<file path="config.mk">
export PLATFORM = sky130hd
export DESIGN_NAME = cvi_to_avst_video
export DESIGN_NICKNAME = d
export VERILOG_FILES = /design/src/rtl/cvi_to_avst_video.sv
export SDC_FILE = /design/constraint.sdc
export NUM_CORES = 1
export LEC_CHECK = 0
export ABC_CLOCK_PERIOD_IN_PS = 4350
export CAP_MARGIN = 20
export CORE_ASPECT_RATIO = 1.25
export CORE_MARGIN = 1.5
export CORE_UTILIZATION = 60
export DETAILED_ROUTE_END_ITERATION = 6
export PLACE_DENSITY_LB_ADDON = 0.15
export SLEW_MARGIN = 0
export SYNTH_ARGS = -nofsm -noshare
export SYNTH_HDL_FRONTEND = slang
export SYNTH_SLANG_ARGS = --single-unit
</file>
<file path="constraint.sdc">
create_clock -name clk -period 4.35 [get_ports clk]
set_input_delay 0.435 -clock clk [delete_from_list [all_inputs] [get_ports clk]]
set_output_delay 0.435 -clock clk [all_outputs]
set_load 0.1 [all_outputs]
</file>
<file path="src/rtl/cvi_to_avst_video.sv">
// Clocked-video receiver: turns datavalid/h_sync/v_sync framed pixels into
// Avalon-ST video packets (header beat + H_ACTIVE*V_ACTIVE pixels, eop on last).
module cvi_to_avst_video #(
    parameter int H_ACTIVE   = 640,
    parameter int V_ACTIVE   = 480,
    parameter int FIFO_DEPTH = 16
) (
    input  logic        clk,
    input  logic        reset,
    input  logic [23:0] vid_data,
    input  logic        vid_datavalid,
    input  logic        vid_h_sync,
    input  logic        vid_v_sync,
    output logic [23:0] source_data,
    output logic        source_valid,
    input  logic        source_ready,
    output logic        source_startofpacket,
    output logic        source_endofpacket,
    input  logic        status_clear,
    output logic        overflow,
    output logic        frame_error,
    output logic [15:0] frame_count,
    output logic [2:0]  debug_state
);

    // Handshake: a beat transfers in any cycle where source_valid and
    // source_ready are both high (readyLatency 0); data is show-ahead.

    localparam int AW  = $clog2(FIFO_DEPTH);
    localparam int XW  = $clog2(H_ACTIVE + 1);
    localparam int YW  = $clog2(V_ACTIVE + 1);
    localparam int LXW = $clog2(H_ACTIVE + 2) + 1;

    localparam logic [XW-1:0]  X_LAST    = XW'(H_ACTIVE - 1);
    localparam logic [YW-1:0]  Y_LAST    = YW'(V_ACTIVE - 1);
    localparam logic [LXW-1:0] LX_FULL   = LXW'(H_ACTIVE);
    localparam logic [AW:0]    FIFO_FULL = (AW + 1)'(FIFO_DEPTH);

    localparam logic [2:0] ST_IDLE   = 3'd0;
    localparam logic [2:0] ST_HEADER = 3'd1;
    localparam logic [2:0] ST_PIXELS = 3'd2;
    localparam logic [2:0] ST_DONE   = 3'd3;
    localparam logic [2:0] ST_DROP   = 3'd4;
    localparam logic [2:0] ST_FLUSH  = 3'd5;

    logic [2:0]     state, state_next;
    logic           vs_q, hs_q;
    logic           vs_rise, hs_rise;
    logic [XW-1:0]  x;
    logic [YW-1:0]  y;
    logic [LXW-1:0] lx;
    logic           last_pixel;
    logic           line_err;

    logic           wr_req;
    logic [25:0]    wr_word;
    logic           set_ferr, set_ovf;
    logic           xy_clear, xy_adv;

    logic [25:0]    mem [FIFO_DEPTH];
    logic [AW-1:0]  wr_ptr, rd_ptr;
    logic [AW:0]    count;
    logic           full, empty, push, pop;
    logic [25:0]    head;

    assign vs_rise    = vid_v_sync & ~vs_q;
    assign hs_rise    = vid_h_sync & ~hs_q;
    assign last_pixel = (x == X_LAST) && (y == Y_LAST);
    assign line_err   = hs_rise && (lx != '0) && (lx != LX_FULL);

    assign full  = (count == FIFO_FULL);
    assign empty = (count == '0);
    // A write into a full FIFO is lost even if a pop frees a slot this cycle.
    assign push  = wr_req & ~full;
    assign pop   = source_valid & source_ready;
    assign head  = mem[rd_ptr];

    assign source_valid         = ~empty;
    assign source_data          = empty ? 24'h000000 : head[23:0];
    assign source_startofpacket = ~empty & head[25];
    assign source_endofpacket   = ~empty & head[24];
    assign debug_state          = state;

    always_comb begin
        state_next = state;
        wr_req     = 1'b0;
        wr_word    = '0;
        set_ferr   = 1'b0;
        set_ovf    = 1'b0;
        xy_clear   = 1'b0;
        xy_adv     = 1'b0;
        case (state)
            ST_IDLE: begin
                if (vs_rise) state_next = ST_HEADER;
            end
            ST_HEADER: begin
                if (vid_datavalid) set_ferr = 1'b1;
                if (!full) begin
                    wr_req     = 1'b1;
                    wr_word    = {1'b1, 1'b0, 24'h000000};
                    xy_clear   = 1'b1;
                    state_next = ST_PIXELS;
                end
            end
            ST_PIXELS: begin
                // A v_sync rise takes priority over a coincident pixel.
                if (vs_rise) begin
                    set_ferr   = 1'b1;
                    state_next = ST_FLUSH;
                end else if (vid_datavalid) begin
                    if (full) begin
                        set_ovf    = 1'b1;
                        state_next = ST_DROP;
                    end else begin
                        wr_req  = 1'b1;
                        wr_word = {1'b0, last_pixel, vid_data};
                        xy_adv  = 1'b1;
                        if (last_pixel) state_next = ST_DONE;
                    end
                end
            end
            ST_DONE: begin
                if (vid_datavalid) set_ferr = 1'b1;
                if (vs_rise) state_next = ST_HEADER;
            end
            ST_DROP: begin
                if (vs_rise) state_next = ST_FLUSH;
            end
            ST_FLUSH: begin
                if (vid_datavalid) set_ferr = 1'b1;
                if (!full) begin
                    wr_req     = 1'b1;
                    wr_word    = {1'b0, 1'b1, 24'h000000};
                    state_next = ST_HEADER;
                end
            end
            default: state_next = ST_IDLE;
        endcase
    end

    always_ff @(posedge clk) begin
        if (reset) begin
            state <= ST_IDLE;
            vs_q  <= 1'b0;
            hs_q  <= 1'b0;
            x     <= '0;
            y     <= '0;
            lx    <= '0;
        end else begin
            state <= state_next;
            vs_q  <= vid_v_sync;
            hs_q  <= vid_h_sync;
            if (xy_clear) begin
                x <= '0;
                y <= '0;
            end else if (xy_adv) begin
                if (x == X_LAST) begin
                    x <= '0;
                    y <= (y == Y_LAST) ? '0 : y + 1'b1;
                end else begin
                    x <= x + 1'b1;
                end
            end
            // Saturating count so runaway lines never wrap back to a legal length.
            if (hs_rise) lx <= vid_datavalid ? LXW'(1) : '0;
            else if (vid_datavalid && lx != '1) lx <= lx + 1'b1;
        end
    end

    always_ff @(posedge clk) begin
        if (push) mem[wr_ptr] <= wr_word;
    end

    always_ff @(posedge clk) begin
        if (reset) begin
            wr_ptr <= '0;
            rd_ptr <= '0;
            count  <= '0;
        end else begin
            if (push) wr_ptr <= wr_ptr + 1'b1;
            if (pop)  rd_ptr <= rd_ptr + 1'b1;
            case ({push, pop})
                2'b10:   count <= count + 1'b1;
                2'b01:   count <= count - 1'b1;
                default: count <= count;
            endcase
        end
    end

    always_ff @(posedge clk) begin
        if (reset) begin
            overflow    <= 1'b0;
            frame_error <= 1'b0;
            frame_count <= '0;
        end else begin
            if (set_ovf) overflow <= 1'b1;
            else if (status_clear) overflow <= 1'b0;
            if (set_ferr || line_err) frame_error <= 1'b1;
            else if (status_clear) frame_error <= 1'b0;
            if (push && wr_word[24]) frame_count <= status_clear ? 16'd1 : frame_count + 16'd1;
            else if (status_clear) frame_count <= '0;
        end
    end

endmodule

</file>
[Word-level counts from Yosys, hierarchy flattened]
Memories as Yosys holds them, arrays and structs flattened. A register that Yosys moved wholly into a read port is not among the register bits.
Cells that the tools add are included.
Storage, ports and cells
  flip-flop bits (word level): 66
  bits in writable memories: 416
  bits of input ports: 31
  output and inout bits: 48
  memories kept: 1
Memory list
  mem: words 16, bits a word 26, rd ports 1, clocked after memory_dff 1, wr ports 1, line 60  | logic [25:0] mem [FIFO_DEPTH];
Operators by class
  add/subtract/negate cells: 8
  equality and inequality tests: 18
  multiplexer cells: 45
  bitwise logic cells: 10
  reduce and logical (&&, ||, !) cells: 20
Operators with widths (number)
  $mux 25: 4
  $pmux 26 s3: 1
  $mux 16: 3
  $mux 26: 1
  $mux 24: 1
  $mux 3: 8
  $mux 11: 2
  $mux 1: 17
  $add 16x1->16 const B: 1
  $pmux 3 s5: 1
  $add 11x1->11 const B: 1
  $ne 11x10->1 const B: 1
  $ne 11x11->1 const B: 1
  $reduce_bool 11->1: 1
  $add 10x1->10 const B: 1
  $eq 10x10->1 const B: 1
  $mux 10: 1
  $pmux 5 s2: 1
  $reduce_bool 2->1: 5
  $add 9x1->9 const B: 1
  $eq 9x9->1 const B: 1
  $mux 9: 1
  $add 4x1->4 const B: 2
  $mux 4: 2
  23 further kinds: 42

[Longest topological paths before layout]
Gate-level depths: netlist (run 1).
  depth after elaboration: 8
  depth in mapped cells: 14
  depth with buffers taken out: 12

[Least setup slack after synthesis (run 1)]
Ideal clock, no wire load.
  path type: flip-flop to flip-flop
  start point: reg state[1], in the netlist debug_state[1]
  end point: mem mem[2][0] (enable)
  setup time: 442 ps
  data arrival time: 4024 ps
  setup slack: -116 ps
  stages on the path, launching flop included: 6
  path buffers: 0
  cell sequence: dfxtp_1 > inv_1 > or3_1 > a21oi_1 > nand2_1 > nor3_1
On the way
  cells in the longest elaborated chain, start to end: 6
Ends and longest elaborated chain
  from (decl): line 46  | logic [2:0] state, state_next;
  from (signal assigned): line 150  | state <= state_next;
  $eq 3x3->1 or $eq 3x1->1 (tied branches): line 92  | case (state)
  $reduce_or 2->1 (no line)
  $pmux 1 s2 *: line 92
  $and 1x1->1 *: line 74  | assign push = wr_req & ~full;
  $mux 1 *: line 171  | if (push) mem[wr_ptr] <= wr_word;
  $mux 1 (not written as such) *: line 171
  to (decl): line 60
Mark *: on every way between the ends. The rest lies on a longest branch, timed or not.

==> summary.md, run 1 <==
| Metric | Value |
|---|---|
| Die X | `164 um` |
| Post-synthesis register bit count | `approximately 490` |
| Fill count | `1981` |
| Fin Clk Skew | `0.0247 ns` |
| Crit share post-route | `approximately four fifths` |
| Crit path kind | `reg2out` |
| Clock Power Share | `between 30% and 40%` |
| PostCTS Resize Cnt | `0` |
| Mapped Cells | `1080` |
| Crit path time final | `~3.5 ns` |
| Hold-fix buffer count after cts | `0` |
| # Max-Cap Violations | `0` |
| Drt pass-1 iters | `7` |
| Synth area leaders | `edfxtp_1, mux4_2, dfxtp_1` |
| Max Buffers Root-to-Sink | `3` |
| Initial Utilization | `61.1%` |
| Leakage | `6.80 nW` |
| Htree depth | `2` |
| RR Startpoint | `debug_state[2]` |
| Routability Congestion | `roughly 0.78` |
| Combinational Power Share | `24.5%` |
| CP startpoint kind | `flop` |
| Synthesized area | `between 15000 and 20000 um2` |
| Relative slew slack | `33.8%` |
| CTS tree | `built` |
| Area growth from synthesis to final layout | `15.9%` |
| Pwr Density | `542 nW/um2` |
| CTS Sinks | `between 400 and 500` |
| Asr flop ratio synth | `0%` |
| Setup TNS | `0 ns` |
| Share of layout cells above drive strength 1 | `23.2%` |
| RSZ-0062 raised after global routing | `false` |
| Clock-pin slew on the worst setup and hold paths | `0.06 ns` |
| Worst endpoint required time | `3.91 ns` |
| Pins over their slew limit | `0` |
| Cts bufs inserted | `46` |
| Root Buffer | `clkbuf_16` |
| Io pins | `between 70 and 80` |
| Post-synth EDFFs | `416` |
| Internal | `8.37 mW` |
| Yosys cell types | `57` |
| Sw frac | `31.6%` |
| Slew @ Worst Pin | `0.992 ns` |
| Syn nets | `1125` |
| Most common cell in the netlist | `edfxtp_1` |
| Fin nets | `around 1200` |
| Crit end category | `output pin` |
| Area of the die | `~34000 um2` |
| Register share of total power | `42.8%` |
| NetSw | `3.86 mW` |
| Initial DRC Count | `roughly 860` |
| Skew-Pair Late Insertion Delay | `about 0.57 ns` |
| Total GRT Usage | `24.9%` |
| Detailed Place HPWL | `23900 um` |
| Status | `complete, no violations` |
| Std cell rows | `73` |
| Worst hold path depth | `2` |
| Initial antenna violation count | `0` |
| Hold Path Class | `in2reg` |
| WP data arrival | `roughly 3.1 ns` |
| Sequential element share of the synthesized area | `71.3%` |
| GR Overflow Total | `0` |
| Largest net degree at the start of global routing | `46` |
| Routed length per instance | `24.5 um` |
| R2R cell count | `13` |
| Worst Path Max Fanout | `24` |
| Dominant synthesized flop cell | `edfxtp_1` |
| Mean number of vias per cell | `6.23` |
| Die Ht | `between 200 and 250 um` |
| DRT Wirelength | `40100 um` |
| Hold slack | `0.471 ns` |
| Core area | `31900 um2` |
| Final Setup Violations | `0` |
| Total number of vias | `10200` |
| Cell taking the most area after synthesis | `edfxtp_1` |
| IO Port Bufs | `just under 80` |
| First-pass GRT wire length | `61100 um` |
| Worst VDD drop | `between 400 and 500 uV` |
| Ant. Diodes | `0` |
| F_max | `282 MHz` |
| DRT antenna net count | `0` |
| Mean area per synthesized cell | `between 15 and 20 um2` |
| Endpoints failing hold | `0` |
| Post-synth top cells | `edfxtp_1, mux4_2, dfxtp_1` |
| Hold Startpoint | `vid_v_sync` |
| Post-CTS setup buffer count | `0` |
| Vias in the first global route | `10300` |
| Yosys warnings | `0` |
| Yosys top cell area share | `64.1%` |
| Drt drc | `0` |
==> path summary, 6_finish.rpt <==
kind	end	slack (ns)
setup / recovery	source_endofpacket	0.80
hold / removal	vs_q	0.47
setup reg to reg	count[4]	0.96
hold reg to reg	x[1]	0.48
==> layer usage <==
metal	vias up	share of wire (%)	wire length, um	track usage, %
met1	5318	40	15900	32.5
met5	-	0	0	0
li1	4512	-	-	-
met4	0	2.0	819	6.69
met3	60	4.9	1950	3.59
met2	288	53	21400	43.9
==> layout by cell type, fill, tap and decap left out, types with 5 or more instances in the layout <==
| master | n |
|---|---|
| edfxtp_1 | 416 |
| mux4_2 | 130 |
| dfxtp_1 | 66 |
| and2_1 | 54 |
| nor2_1 | 54 |
| clkdlybuf4s50_1 | 51 |
| buf_4 | 50 |
| clkbuf_16 | 47 |
| nand2_1 | 30 |
| a21oi_1 | 28 |
| xnor2_1 | 22 |
| o21ai_0 | 21 |
| inv_1 | 19 |
| nand3_1 | 18 |
| or3_1 | 16 |
| nor3_1 | 15 |
| ha_1 | 14 |
| buf_12 | 13 |
| nor2_4 | 12 |
| clkbuf_1 | 12 |
| xor2_1 | 11 |
| nand4_1 | 11 |
| nor4_1 | 10 |
| clkinv_1 | 8 |
| nand2b_1 | 7 |
| nor2b_1 | 6 |
| bufinv_16 | 6 |
| mux2i_1 | 5 |
| clkinv_2 | 5 |
==> metrics by stage <==
| stage | instances | cell area [um2] | worst slack (ns) | total power, mW | util (%) |
|---|---|---|---|---|---|
| after detailed placement | 1552 | 21100 | 0.555 | 8.37 | 66.1 |
| after global routing | 1634 | 22600 | 0.653 | 12.6 | 70.8 |
| final | 1634 | 22600 | 0.803 | 12.2 | 70.8 |
| after floorplan | 1080 | 19500 | 0.186 | 7.64 | - |
| after CTS | 1633 | 22600 | 0.705 | 12.3 | 70.8 |
| after global placement | 1552 | 21100 | 0.635 | 8.34 | 66.1 |
==> logic make-up (layout without fill, tap and decap cells) <==
group                      Yosys count  in the layout  synth area share [%]
DFF                                486            486                  71.3
and+or+nand+nor                    257            257                  6.99
muxes                              136            136                  15.3
AOI/OAI and AO/OA                   81             81                  2.54
buffers and inverters               73            215                  1.43
xor gates and xnor gates            33             33                  1.48
adders and majority gates           14             14                 0.899
==> flip-flops by register name (all words and copies together), names as in the netlist, named ones only <==
register and cells:
debug_state 3, y 9, mem 416, x 10
hs_q 1, rd_ptr 4, wr_ptr 4, lx 11
vs_q 1, count 5, frame_error 1, frame_count 16
overflow 1
==> area by class of cell <==
type	count	area, um2	share of cell area [%]
Clock buffer	59	1220	5.41
Timing Repair Buffer	115	1150	5.10
Inverter	19	71.3	0.316
Sequential cell	486	13900	61.6
Clock inverter	22	273	1.21
Tap cell	412	515	2.28
Multi-Input combinational cell	521	5440	24.1
==> critical path, stage by stage, from the launching register on <==
cell and delay (ns):
dfxtp_4 0.69, buf_4 0.35, mux4_2 0.55, mux4_2 0.52, and2_1 0.19, buf_4 0.23
==> power groups by stage <==
stage / Clock (mW) / Sequential [mW] / Combinational (mW)
2_1_floorplan: 0 / 5.26 / 2.38
3_3_place_gp: 0 / 5.33 / 3.02
3_5_place_dp: 0 / 5.33 / 3.03
4_1_cts: 4.05 / 5.24 / 3.04
5_1_grt: 4.22 / 5.25 / 3.15
6_report: 4.00 / 5.23 / 3.00
(Power assumes the default switching activity.)
==> run 2, diff against run 1 <==
--- a/config.mk
+++ b/config.mk
@@ -5,7 +5,7 @@
 export SDC_FILE = /design/constraint.sdc
 export NUM_CORES = 1
 export LEC_CHECK = 0
-export ABC_CLOCK_PERIOD_IN_PS = 4350
+export ABC_CLOCK_PERIOD_IN_PS = 3500
 export CAP_MARGIN = 20
 export CORE_ASPECT_RATIO = 1.25
 export CORE_MARGIN = 1.5
==> constraint.sdc (replaced) <==
create_clock -name clk -period 3.5 [get_ports clk]
set_input_delay 0.35 -clock clk [delete_from_list [all_inputs] [get_ports clk]]
set_output_delay 0.35 -clock clk [all_outputs]
set_load 0.1 [all_outputs]
==> summary.md, run 2 (synthesis gave the netlist of run 1 again) <==
| Metric | Value |
|---|---|
| Largest Register | `mem` |
| CTS Sinks | `approximately 500` |
| Internal | `~11 mW` |
| Mean number of vias per cell | `about 6.3` |
| Fin Clk Skew | `0.0167 ns` |
| Hold Path Class | `in2reg` |
| Combinational Power Share | `29.1%` |
| Routability Congestion | `0.816` |
| Pins over their slew limit | `0` |
| Fin nets | `roughly 1200` |
| Most common cell after layout, fill and taps aside | `edfxtp_1` |
| Worst hold path depth | `2` |
| PostCTS Resize Cnt | `0` |
| DRT Wirelength | `41400 um` |
| Routed length per instance | `25.2 um` |
| R2R Setup Slk | `0.51 ns` |
| Biggest regs | `mem (416), frame_count (16), lx (11)` |
| Ant. Diodes | `0` |
| Area growth from synthesis to final layout | `17.3%` |
| Crit path kind | `reg2out` |
| CP startpoint kind | `flop` |
| Leakage | `6.85 nW` |
| Status | `complete, no violations` |
| Critical-path cell list | `buf_4 > mux4_2 > mux4_2 > and2_1 > buf_12` |
| Sw frac | `31.7%` |
| Die X | `164 um` |
| Total number of vias | `about 10000` |
| Io pins | `79` |
| Setup TNS | `0 ns` |
| Root Buffer | `clkbuf_16` |
| Total GRT Usage | `25.6%` |
| Power, Total | `15.4 mW` |
| Clock Power Share | `29.0%` |
| Hold Startpoint | `vid_v_sync` |
| RSZ-0062 raised after global routing | `false` |
| Die Ht | `around 200 um` |
| Crit end category | `output pin` |
| Htree depth | `2` |
| Initial DRC Count | `939` |
| Worst VDD drop | `831 uV` |
| Register share of total power | `42.0%` |
| Worst Hold End | `vs_q` |
| Share of layout cells above drive strength 1 | `between 20% and 30%` |
| RR Startpoint | `debug_state[2]` |
| Final Setup Violations | `0` |
| Clock-pin slew on the worst setup and hold paths | `approximately 0.060 ns` |
| Pwr Density | `674 nW/um2` |
| Crit path time final | `3.24 ns` |
| Hold slack | `0.391 ns` |
| Most frequent cells in the layout | `edfxtp_1, mux4_2, dfxtp_1, and2_1, nor2_1` |
| Setup WS pre-CTS | `around 0.11 ns` |
| R2R cell count | `12` |
| Critical Path Slowest Stage Cell | `mux4_2` |
| Core area | `31900 um2` |
| CP peak stage delay | `between 0.5 and 0.6 ns` |
| Initial antenna violation count | `2` |
| GR Overflow Total | `0` |
| Post-route setup slack | `between 0.2 and 0.3 ns` |
| Endpoints failing hold | `0` |
| FF-to-FF End | `count[4]` |
| Cell mode on critical path | `mux4_2` |
| Std cell rows | `73` |
| Largest register FFs | `416` |
| Worst endpoint required time | `3.15 ns` |
| Drt drc | `0` |
| Skew-Pair Late Insertion Delay | `0.54 ns` |
| # Max-Cap Violations | `0` |
| NetSw | `4.88 mW` |
| Hold-fix buffer count after cts | `0` |
| Post-CTS setup buffer count | `0` |
| Drt pass-1 iters | `5` |
| F_max | `309 MHz` |
| Crit share post-route | `92.6%` |
| WP data arrival | `2.89 ns` |
| DRT antenna net count | `0` |
| Max Buffers Root-to-Sink | `3` |
| Post-route insts no fill | `between 1500 and 2000` |
| Slew @ Worst Pin | `between 1 and 1.5 ns` |
| IO Port Bufs | `78` |
| Relative slew slack | `31.1%` |
| Placed cells | `approximately 1600` |
| Largest net degree at the start of global routing | `between 50 and 60` |
| First-pass GRT wire length | `62400 um` |
| Area of the die | `33600 um2` |
| Worst Path Max Fanout | `16` |
| Vias in the first global route | `10500` |
| CTS tree | `built` |
| Detailed Place HPWL | `about 23000 um` |
| Initial Utilization | `61.1%` |
| Cts bufs inserted | `45` |
==> run 2: layer usage <==
metal	track usage, %	wire (um)	up-vias
met2	43.9	21600	400
met5	0	0	-
met4	8.70	1270	0
li1	-	-	4526
met1	33.6	15900	5325
met3	4.00	2630	86
==> run 2: how the worst max path moves through the flow <==
stage | start | to | cells past startpoint | slack [ns]
2_1_floorplan | debug_state[0] | count[4] | 14 | 0.04
3_3_place_gp | vid_datavalid | count[4] | 13 | 0.14
3_5_place_dp | vid_datavalid | count[4] | 13 | 0.11
4_1_cts | flop | source_data[3] | 5 | 0.20
5_1_grt | flop | source_data[3] | 5 | 0.14
6_report | flop | source_data[3] | 5 | 0.26
==> run 2: worst max-delay path: cells and delay by family, from the launching register on <==
| family | cells | cell delay, ns |
|---|---|---|
| simple gates | 1 | 0.20 |
| flops | 1 | 0.50 |
| buf+inv | 2 | 0.55 |
| mux | 2 | 1.07 |
==> run 2: cell type report <==
type | instances | area, um2
flip-flops and latches | 486 | 13900
fillers | 1876 | 9030
multi-input cells | 521 | 5450
repair buffers | 126 | 1580
clock buffers | 58 | 1220
well taps | 412 | 515
clock inverters | 18 | 93.8
inverters | 19 | 71.3
==> run 2: metrics by stage <==
stage	instance area, um2	utilization (%)
final	22900	71.7
after global routing	22900	71.7
after CTS	22800	71.7
after detailed placement	21500	67.5
after global placement	21500	67.5
after floorplan	19500	-
==> run 2: power by group through the flow <==
stage / clock network [mW] / registers (mW) / logic [mW]
3_5_place_dp: 0 / 6.59 / 4.49
4_1_cts: 4.53 / 6.47 / 4.52
3_3_place_gp: 0 / 6.58 / 4.46
6_report: 4.46 / 6.46 / 4.47
2_1_floorplan: 0 / 6.54 / 2.96
5_1_grt: 4.72 / 6.48 / 4.66
